===== src/rtl/lr3_disp_pkg.sv =====
// Shared constants and types for the 8-digit 7-segment scan controller.
package lr3_disp_pkg;

    localparam int unsigned NUM_DIGITS = 8;
    localparam int unsigned DIG_W      = 3;
    localparam int unsigned NIB_W      = 4;
    localparam int unsigned SEG_W      = 7;

    localparam logic [SEG_W-1:0] SEG_BLANK = 7'h7F;

    // Active-low {g,f,e,d,c,b,a} patterns, entry 15 first.
    localparam logic [15:0][SEG_W-1:0] SEG7_LUT = {
        7'h0E, 7'h06, 7'h21, 7'h46, 7'h03, 7'h08, 7'h10, 7'h00,
        7'h78, 7'h02, 7'h12, 7'h19, 7'h30, 7'h24, 7'h79, 7'h40
    };

    typedef enum logic {
        ST_BLANK = 1'b0,
        ST_DRIVE = 1'b1
    } scan_state_e;

endpackage


===== src/rtl/lr3_disp_scan_ctrl_hex_to_seg7.sv =====
// Combinational hex nibble to active-low 7-segment decoder.
module hex_to_seg7
    import lr3_disp_pkg::*;
(
    input  logic [NIB_W-1:0] nibble,
    output logic [SEG_W-1:0] seg_c
);

    assign seg_c = SEG7_LUT[nibble];

endmodule


===== src/rtl/lr3_disp_scan_ctrl.sv =====
// Round-robin digit scanner with per-slot blank gap and per-frame input snapshot.
module lr3_disp_scan_ctrl
    import lr3_disp_pkg::*;
#(
    parameter int unsigned CLK_DIV   = 100000,
    parameter int unsigned BLANK_CYC = 16
) (
    input  logic                          CLK,
    input  logic                          RST,
    input  logic [NUM_DIGITS*NIB_W-1:0]   DISP_SEQ,
    input  logic [NUM_DIGITS-1:0]         DISP_OFF,
    output logic [NUM_DIGITS-1:0]         AN,
    output logic [SEG_W-1:0]              SEG,
    output logic                          FRAME_TICK
);

    localparam int unsigned CNT_W = (CLK_DIV > 2) ? $clog2(CLK_DIV) : 1;
    localparam logic [CNT_W-1:0] CNT_MAX = CNT_W'(CLK_DIV - 1);
    localparam logic [DIG_W-1:0] DIG_MAX = DIG_W'(NUM_DIGITS - 1);

    logic [CNT_W-1:0]                cnt, cnt_nxt;
    logic [DIG_W-1:0]                dig, dig_nxt;
    logic [NUM_DIGITS*NIB_W-1:0]     snap_seq, snap_seq_nxt;
    logic [NUM_DIGITS-1:0]           snap_off, snap_off_nxt;
    scan_state_e                     state, state_nxt;
    logic                            wrap_q, wrap_nxt;
    logic [NUM_DIGITS-1:0]           an_nxt;
    logic [SEG_W-1:0]                seg_nxt;
    logic                            tick_nxt;
    logic [SEG_W-1:0]                dec_seg_c;

    hex_to_seg7 u_dec (
        .nibble (snap_seq[{dig, 2'b00} +: NIB_W]),
        .seg_c  (dec_seg_c)
    );

    // Registers; reset also captures the inputs as the first frame's snapshot.
    always_ff @(posedge CLK) begin
        if (RST) begin
            cnt        <= '0;
            dig        <= '0;
            state      <= ST_BLANK;
            wrap_q     <= 1'b0;
            snap_seq   <= DISP_SEQ;
            snap_off   <= DISP_OFF;
            AN         <= '1;
            SEG        <= SEG_BLANK;
            FRAME_TICK <= 1'b0;
        end else begin
            cnt        <= cnt_nxt;
            dig        <= dig_nxt;
            state      <= state_nxt;
            wrap_q     <= wrap_nxt;
            snap_seq   <= snap_seq_nxt;
            snap_off   <= snap_off_nxt;
            AN         <= an_nxt;
            SEG        <= seg_nxt;
            FRAME_TICK <= tick_nxt;
        end
    end

    // Scan counter, blank/drive decision and output selection.
    always_comb begin
        cnt_nxt      = cnt + CNT_W'(1);
        dig_nxt      = dig;
        snap_seq_nxt = snap_seq;
        snap_off_nxt = snap_off;
        an_nxt       = '1;
        seg_nxt      = SEG_BLANK;
        wrap_nxt     = (cnt == CNT_MAX) && (dig == DIG_MAX);
        tick_nxt     = wrap_q;

        if (cnt == CNT_MAX) begin
            cnt_nxt = '0;
            dig_nxt = dig + DIG_W'(1);
        end

        if (wrap_nxt) begin
            snap_seq_nxt = DISP_SEQ;
            snap_off_nxt = DISP_OFF;
        end

        // State tracks the slot position the counter is about to hold.
        state_nxt = (32'(cnt_nxt) < BLANK_CYC) ? ST_BLANK : ST_DRIVE;

        if ((state == ST_DRIVE) && !snap_off[dig]) begin
            an_nxt  = ~(NUM_DIGITS'(1) << dig);
            seg_nxt = dec_seg_c;
        end
    end

endmodule


===== config.mk =====
export PLATFORM = sky130hd
export DESIGN_NAME = lr3_disp_scan_ctrl
export DESIGN_NICKNAME = d
export VERILOG_FILES = /design/src/rtl/lr3_disp_pkg.sv /design/src/rtl/lr3_disp_scan_ctrl_hex_to_seg7.sv /design/src/rtl/lr3_disp_scan_ctrl.sv
export SDC_FILE = /design/constraint.sdc
export NUM_CORES = 1
export LEC_CHECK = 0
export ABC_AREA = 1
export CAP_MARGIN = 20
export CELL_PAD_IN_SITES_DETAIL_PLACEMENT = 1
export CELL_PAD_IN_SITES_GLOBAL_PLACEMENT = 1
export CORE_MARGIN = 3
export CORE_UTILIZATION = 36
export CTS_CLUSTER_SIZE = 16
export DETAILED_ROUTE_END_ITERATION = 6
export PLACE_DENSITY_LB_ADDON = 0.2
export SLEW_MARGIN = 20
export SYNTH_ARGS = -nofsm -noshare
export SYNTH_HDL_FRONTEND = slang
export SYNTH_SLANG_ARGS = --single-unit

===== constraint.sdc =====
create_clock -name CLK -period 4.3 [get_ports CLK]
set_input_delay 1.075 -clock CLK [delete_from_list [all_inputs] [get_ports CLK]]
set_output_delay 1.075 -clock CLK [all_outputs]
set_load 0.02 [all_outputs]

Word-level counts from Yosys, hierarchy flattened
Memories as Yosys holds them, arrays and structs flattened. A register that Yosys moved wholly into a read port is not among the register bits.
Cells that the tools add are included.
Storage, ports and cells
  register bits after elaboration: 71
  bits in latches: 0
  bits in writable memories: 0
  memory bits (read-only): 112
  bits of input ports: 42
  output and inout port bits: 16
  memories: 1
Cells by class
  add/sub/neg operators: 2
  multiply operators: 0
  div/mod/pow operators: 0
  order comparisons: 2
  eq/ne operators: 2
  shift-type cells: 2
  multiplexer cells: 8
  bitwise gates (word level): 2
  reductions and logical operators: 5
Memory list
  (no name shown): words 16, bits a word 7, rd ports 1, clocked after Yosys merged registers in 1, write ports 0, RTL line lr3_disp_scan_ctrl_hex_to_seg7.sv:9  | assign seg_c = SEG7_LUT[nibble];
Operators with widths (count)
  $mux W32: 2
  $shiftx A32 B6 Y4: 1
  $add A17 B1 Y17 const B: 1
  $eq A17 B17 Y1 const B: 1
  $lt A17 B5 Y1 const B: 1
  $mux W17: 1
  $mux W8: 2
  $not A8 Y8: 1
  $shl A1 B3 Y8 const A: 1
  $lt A3 B4 Y1 const B: 1
  $add A3 B1 Y3 const B: 1
  $bmux W1 S3: 1
  $eq A3 B3 Y1 const B: 1
  $logic_and A1 B1 Y1: 2
  $mux W1: 2
  $reduce_bool A2 Y1: 1
  $reduce_or A2 Y1: 1
  $logic_not A1 Y1: 1
  $not A1 Y1: 1

Depth between registers and ports, before layout
Gate-level depths: netlist of run 1.
  word-level depth: 6
  gate-level depth with buffers: 13
  mapped depth without buffers: 12

Modules after synthesis
A second synthesis of run 1 with hierarchy kept.
Second synthesis, totals
  cell total of the unflattened synthesis: 410
  area total of the unflattened synthesis: 3606.0 µm²
Modules (own cells, without submodules)
  lr3_disp_scan_ctrl: instances 1, cells an instance 361, area an instance 3331.9 µm², seq. area each 1961.9 µm²
  hex_to_seg7: instances 1, cells an instance 49, area an instance 274.0 µm², seq. area each 0.0 µm²

Least setup slack after synthesis of run 1
No wires, ideal clock.
  kind: register to register
  start: reg cnt[0]
  end: reg snap_off[0], enable pin
  setup time: 0.493 ns
  arrival time: 3.917 ns
  setup slack: -0.110 ns
  cell stages (with the launch flop): 9
  period minus slack after synthesis: 4.410 ns
  cells stage by stage: dfxtp_1 > ha_1 > nand2_2 > inv_1 > nand2_2 > nor2_4 > nand2_2 > buf_6 > o21ai_0
On the way
  word-level cells in the longest chain between the ends: 3
Ends and longest elaborated chain
  start, declared: RTL line lr3_disp_scan_ctrl.sv:21  | logic [CNT_W-1:0] cnt, cnt_nxt;
  start signal, assigned: RTL line lr3_disp_scan_ctrl.sv:50  | cnt <= cnt_nxt;
  $eq A17 B17 Y1: RTL line lr3_disp_scan_ctrl.sv:70  | wrap_nxt = (cnt == CNT_MAX) && (dig == DIG_MAX);
  $logic_and A1 B1 Y1: RTL line lr3_disp_scan_ctrl.sv:70
  $reduce_bool A2 Y1 (no line)
  end signal, assigned: RTL line lr3_disp_scan_ctrl.sv:55  | snap_off <= snap_off_nxt;
  end, declared: RTL line lr3_disp_scan_ctrl.sv:24  | logic [NUM_DIGITS-1:0] snap_off, snap_off_nxt;
No other way between the ends.
A chain may end at the register's enable or synchronous reset.

Worst setup path in the final report of run 1
  start: reg dig[0]
  end: reg SEG[0]
On the way
  word-level cells in the longest chain between the ends: 6
  elaborated cells between the ends (all ways): 7
Ends and longest elaborated chain
  start, declared: RTL line lr3_disp_scan_ctrl.sv:22  | logic [DIG_W-1:0] dig, dig_nxt;
  start signal, assigned: RTL line lr3_disp_scan_ctrl.sv:51  | dig <= dig_nxt;
  $bmux W1 S3: RTL line lr3_disp_scan_ctrl.sv:86  | if ((state == ST_DRIVE) && !snap_off[dig]) begin
  $mux W1 (not written as such): RTL line lr3_disp_scan_ctrl.sv:86
  $logic_not A1 Y1: RTL line lr3_disp_scan_ctrl.sv:86
  $logic_and A1 B1 Y1: RTL line lr3_disp_scan_ctrl.sv:86
  $not A1 Y1 (no line)
  $reduce_or A2 Y1 (no line)
  end, declared: RTL line lr3_disp_scan_ctrl.sv:13  | output logic [SEG_W-1:0] SEG,
Parallel ways exist; a longest one is shown, timed or not. The select of a mux whose other input is x is not followed.

==> metrics.cfg, run 1 <==
[floorplanning]
initial_core_util = 0.375
die_w_um = 105
ios = 58
core_region_area_mm2 = 0.00933
rows = 35
die_h_um = 105
die-area_mm2 = 0.0109

[grt]
grt_pass1_vias = 2744
grt_pass1_wl_mm = 13.7
antenna_found_initial = 0
grt_max_degree = 26
grt_usage = 0.156
gr-total-overflow = 0

[sta]
maxSlewHeadroom = 0.607
fin_skew_ns = 0.0115
min_period_ns = 2.39
finalHoldViolCount = 0
maxSlewViolCount = 0
fmax_mhz = 419
setup_viol = 0
rsz0062_at_grt = false
worst_slew_pin_slew_ns = 0.587
tns_ns = 0
post-route-period-util = 0.556

[final_layout]
syn2layout_area_growth_pct = 26.1
final_layout_size_suffix_gt1_frac = 0.108
instances_no_fill = 574
layout_commonest_cell = nand2_1
multi_input_area_mm2 = 0.00133
n_antenna_cell = 0
n_fill_cell = 1093
finalNetCount = 495
mostFrequentLayoutCells = nand2_1 (68), nor2_1 (65), clkdlybuf4s50_1 (57)
register_area_mm2 = 0.00196

[worst_setup_path]
cp_data_required_time_ns = 4.53
end_kind = flip-flop
startpoint_type = flip-flop
path_max_fanout = 24
crit_type = reg -> reg
worstPathArrival_ns = 2.62

[power_and_ir_drop]
peakVddDrop_uv = 199
p_leak_uw = 0.00169
power_density_mw_per_mm2 = 337

[logic_synthesis]
synth_top_area_share = 0.343
syn-num-nets = 435
synth_top_cells_by_area = edfxtp_1 (34%), dfxtp_1 (22%), nand2_1 (7.3%)
yosysUniqueCellTypes = 32
synth_edf_count = 40
synthFlopType = edfxtp_1
syn_inst = 380
avgSynthCellArea_um2 = 9.21
ys_ff_latch = 78
yosys.area.top_type = edfxtp_1
syn_area_mm2 = 0.00350
synth_async_sr_flop_share = 0
yosysSeqAreaShare = 0.561
yosys_warnings = 0

[route]
drc = 0
antenna_left = 0
via_per_inst = 4.72
dr.first_iter.drc_count = 93
post_drt_wl_per_cell_um = 14.1
vias = 2707
firstDrtPassIters = 4
routed_wirelength_mm = 8.07

[run]
cap_violations = 0

[clock_tree]
clkLatencyLatePin_ns = 0.35
path_clk_slew_ns = 0.09
htree_levels = 3
cts-root-buf = clkbuf_8
ctsHoldBuffers = 0
clock-sinks = 78
cts_made_buffers = 9
cts_resized = 0
cts_tree = built
post_cts_buffers = 0
clock_path_buffers = 2

[placed_design]
port_buffers = 57
placed_cells = 558
place.gp.congestion = 0.817
dp_hpwl_mm = 6.00

[status]
status = finished clean

[min_path]
hp-class = reg -> reg

==> cell usage after synthesis (6+ instances only) <==
library cell / instances
nand2_1: 68
nor2_1: 65
edfxtp_1: 40
dfxtp_1: 38
nand3_1: 33
inv_1: 29
o21ai_0: 14
o21ai_1: 14
ha_1: 13
nand2_2: 8
nand4_1: 6
==> report_power, final <==
part / internal (µW) / leakage (µW) / switching [µW]
combinational: 48.6 / 0.000878 / 40.6
clock: 284 / 0.000109 / 298
sequential: 807 / 0.000699 / 7.89
total: 1140 / 0.00169 / 347
==> stage by stage <==
stage               hold WS, ns   util  instance area (µm²)  total power [µW]  setup slack (ns)
finish                    0.415  0.473                 4410              1490              1.91
global route              0.447  0.473                 4410              1550              1.65
CTS                       0.414  0.473                 4410              1510              1.87
detailed placement        0.404  0.450                 4200               922              1.56
global placement          0.401  0.447                 4170               916              1.56
floorplan                 0.388      -                 3500               867             0.976
==> critical path: stages, from the launching register on <==
cell	delay, ns
dfxtp_1	0.46
buf_4	0.27
inv_2	0.22
o21ai_1	0.20
o22ai_1	0.14
nand2_1	0.11
o21ai_1	0.13
ha_1	0.27
inv_1	0.09
nor2_1	0.05
a21oi_1	0.23
nand3_1	0.10
==> path summary, 6_finish.rpt <==
check,from,end,cells after the start,slack (ns)
worst min-delay path,tick_nxt,FRAME_TICK,2,0.42
worst min register to register,tick_nxt,FRAME_TICK,2,0.42
worst max-delay path,dig[0],SEG[0],11,1.91
worst max register to register,dig[0],SEG[0],11,1.91
==> sequential cells by signal, summed over array words and instances, names as in the netlist <==
name	flops
SEG	7
FRAME_TICK	1
tick_nxt	1
snap_off	8
snap_seq	32
cnt	17
AN	8
dig	3
state	1
==> layer usage <==
layer / GRT usage / up-vias / share of wire
li1: - / 1375 / -
met1: 0.199 / 1276 / 0.45
met2: 0.266 / 50 / 0.50
met3: 0.0439 / 6 / 0.038
met4: 0.0337 / 0 / 0.0084
met5: 0 / - / 0
==> cells by family after synthesis <==
family                     synth area share
buffers and inverters                0.0633
AOI/OAI and AO/OA                    0.0779
adders and majority gates            0.0465
DFF                                   0.561
and+or+nand+nor                       0.244
xor gates and xnor gates            0.00751
==> cell type report <==
class / count / area share
Clock buffer: 9 / 0.0281
Clock inverter: 7 / 0.0198
Inverter: 36 / 0.0312
Multi-Input combinational cell: 255 / 0.301
Sequential cell: 78 / 0.445
Tap cell: 129 / 0.0366
Timing Repair Buffer: 60 / 0.139
Note: power is estimated with default switching activity, not from simulation.
==> inputs of run 2 (changes only) <==
Settings changed: CORE_UTILIZATION 36 to 40.
Clock period 4.3 ns to 2.2 ns, I/O delays scaled along.
==> run 2 against run 1 <==
Against the previous run:
- worst hold slack improved by 0.00083 ns
- sequential cell count is the same
- register-to-register slack worse by 1.6 ns
- final area rose by 0.99%
- count of clock-buffer cells in the layout increased by 2
- setup slack worse by 1.6 ns
- combinational power increased by 98%
- global-route usage rose by 3.2 points
- via count grew 4.5%
- largest cell class unchanged
==> metrics.cfg, run 2 (synthesis gave the netlist of run 1 again) <==
[status]
status = finished clean

[min_path]
hp-start = tick_nxt
hp-class = reg -> reg
worstHoldEndpoint = FRAME_TICK
whs_path_depth = 2  ; unchanged

[route]
post_drt_wl_per_cell_um = 15.8  ; +12%
antenna_left = 0  ; unchanged
dr.first_iter.drc_count = 170  ; +83%
vias = 2830  ; +4.5%
drc = 0  ; unchanged
routed_wirelength_mm = 8.79  ; +8.9%
via_per_inst = 5.09  ; +7.9%
firstDrtPassIters = 4  ; unchanged

[clock_tree]
htree_levels = 3  ; unchanged
cts_tree = built
clock_path_buffers = 2  ; unchanged
cts_made_buffers = 9  ; unchanged
post_cts_buffers = 0  ; unchanged
clkLatencyLatePin_ns = 0.35  ; about the same
clock-sinks = 78  ; unchanged
cts_resized = 0  ; unchanged
path_clk_slew_ns = 0.09  ; about the same
ctsHoldBuffers = 0  ; unchanged
cts-root-buf = clkbuf_8

[run]
cap_violations = 0  ; unchanged

[floorplanning]
initial_core_util = 0.420  ; +0.0444
die_h_um = 99.5  ; -4.8%
ios = 58  ; unchanged
die_w_um = 99.5  ; -4.8%
core_region_area_mm2 = 0.00834  ; -11%
die-area_mm2 = 0.00991  ; -9.4%
rows = 33  ; -5.7%

[grt]
grt_pass1_vias = 3097  ; +13%
grt_max_degree = 41  ; +58%
grt_usage = 0.188  ; +0.0322
grt_pass1_wl_mm = 14.6  ; +7.1%
gr-total-overflow = 0  ; unchanged
antenna_found_initial = 0  ; unchanged

[final_layout]
instances_no_fill = 556  ; -3.1%
mostFrequentLayoutCells = nand2_1 (68), nor2_1 (65), clkdlybuf4s50_1 (57)
n_fill_cell = 963  ; -12%
finalNetCount = 501  ; +1.2%
largest_reg_flops = 32  ; unchanged
n_antenna_cell = 0  ; unchanged
layout_commonest_cell = nand2_1
multi_input_area_mm2 = 0.00133  ; +0.28%
final_layout_size_suffix_gt1_frac = 0.122  ; +0.0141
syn2layout_area_growth_pct = 27.4
reg_top3 = snap_seq: 32 flops, cnt: 17 flops
largest-register = snap_seq
register_area_mm2 = 0.00196  ; +0.13%

[sta]
post-route-period-util = 0.880  ; +0.324
fmax_mhz = 517  ; +23%
finalHoldViolCount = 0  ; unchanged
rsz0062_at_grt = false
setup_viol = 0  ; unchanged
tns_ns = 0  ; unchanged
maxSlewViolCount = 0  ; unchanged
worst_slew_pin_slew_ns = 0.488  ; -0.0992 ns
maxSlewHeadroom = 0.674  ; +0.0672
fin_skew_ns = 0.0117  ; +0.000212 ns
min_period_ns = 1.93  ; -0.454 ns

[worst_setup_path]
crit_type = reg -> reg
worstPathArrival_ns = 1.97  ; -0.65 ns
startpoint_type = flip-flop
r2r_slack_ns = 0.27  ; -1.65 ns
cp_data_required_time_ns = 2.23  ; -2.30 ns
critPathMaxStageDelay_ns = 0.39  ; -0.07 ns
end_kind = flip-flop
r2r_cells = 8  ; -3
path_max_fanout = 40  ; +67%
r2r-end = snap_off[1]
critical_path.slowest_cell = dfxtp_1
cpMostUsedCell = nand2_2
path_cells = ha_1, nand2_2, inv_1, nand2_2, nor2_4, nand2_2, o21ai_4, buf_12
r2r_start = cnt[0]

[power_and_ir_drop]
intPower_uw = 2430  ; +110%
p_leak_uw = 0.00172  ; +1.9%
power_density_mw_per_mm2 = 688  ; +100%
combPwrFrac = 0.058  ; -0.002
clkPwrFrac = 0.424  ; +0.032
peakVddDrop_uv = 341  ; +72%
netSwitchingPower_uw = 637  ; +84%
switching_share = 0.208  ; -0.0259
power_frac_seq = 0.519  ; -0.029

[placed_design]
place.gp.congestion = 0.856  ; +4.8%
placed_cells = 540  ; -3.2%
port_buffers = 57  ; unchanged
dp_hpwl_mm = 6.49  ; +8.3%

-- run 2: cell count changes in the layout (fill, tap and decap cells not counted), moves of 2 or more --
cell	delta
buf_4	+5
bufinv_16	+2
clkbuf_1	+2
dfxtp_1	-2
dfxtp_2	+2
inv_6	-2
inv_8	-2
-- run 2: worst max-delay path by stage --
stage                  endpoint   start  slack (ns)
floorplan           snap_off[0]  cnt[0]        0.04
global placement         SEG[6]  dig[1]        0.22
detailed placement       SEG[6]  dig[1]        0.15
CTS                      SEG[3]  dig[1]         0.1
global route             SEG[3]  dig[0]        0.06
finish              snap_off[1]  cnt[0]        0.27
-- run 2: worst max-delay path: cells and delay by family (launching register included) --
| family | cells | cell delay (ns) |
|---|---|---|
| AND/OR/NAND/NOR | 4 | 0.45 |
| buffers and inverters | 2 | 0.35 |
| AO/OA/AOI/OAI | 1 | 0.20 |
| flip-flops | 1 | 0.39 |
| adder cells (fa/ha/maj) | 1 | 0.21 |
-- run 2: final cells by class --
cell class / instances / area share
Inverter: 36 / 0.0309
Clock buffer: 11 / 0.0295
Timing Repair Buffer: 66 / 0.147
Clock inverter: 5 / 0.0239
Tap cell: 105 / 0.0295
Multi-Input combinational cell: 255 / 0.299
Sequential cell: 78 / 0.441
-- run 2: layer usage --
layer	vias up	routed length, µm	global-route usage
met5	-	0	0
met4	0	167	0.0714
met3	14	350	0.0407
met2	54	4500	0.336
met1	1369	3760	0.221
li1	1393	-	-
-- run 2: metrics by stage --
stage               hold WS (ns)  power, µW  setup slack (ns)  instance area [µm²]  utilization
floorplan                  0.388       1690            0.0383                 3510            -
global placement           0.402       1790             0.218                 4210        0.505
detailed placement         0.405       1800             0.148                 4210        0.505
CTS                        0.419       3090            0.0977                 4450        0.533
global route               0.444       3190            0.0564                 4460        0.534
finish                     0.416       3070             0.265                 4460        0.534
-- run 2: power by group through the flow --
stage / Combinational [µW] / Sequential, µW / Clock [µW]
floorplan: 72.3 / 1620 / 0
global placement: 171 / 1620 / 0
detailed placement: 177 / 1630 / 0
CTS: 179 / 1590 / 1320
global route: 195 / 1600 / 1400
finish: 177 / 1590 / 1300
==> inputs of run 3 (changes only) <==
Settings changed: GPL_ROUTABILITY_DRIVEN from default to 0.
==> results of run 3 <==
Final layout, timing and power as in run 2 (identical DEF).
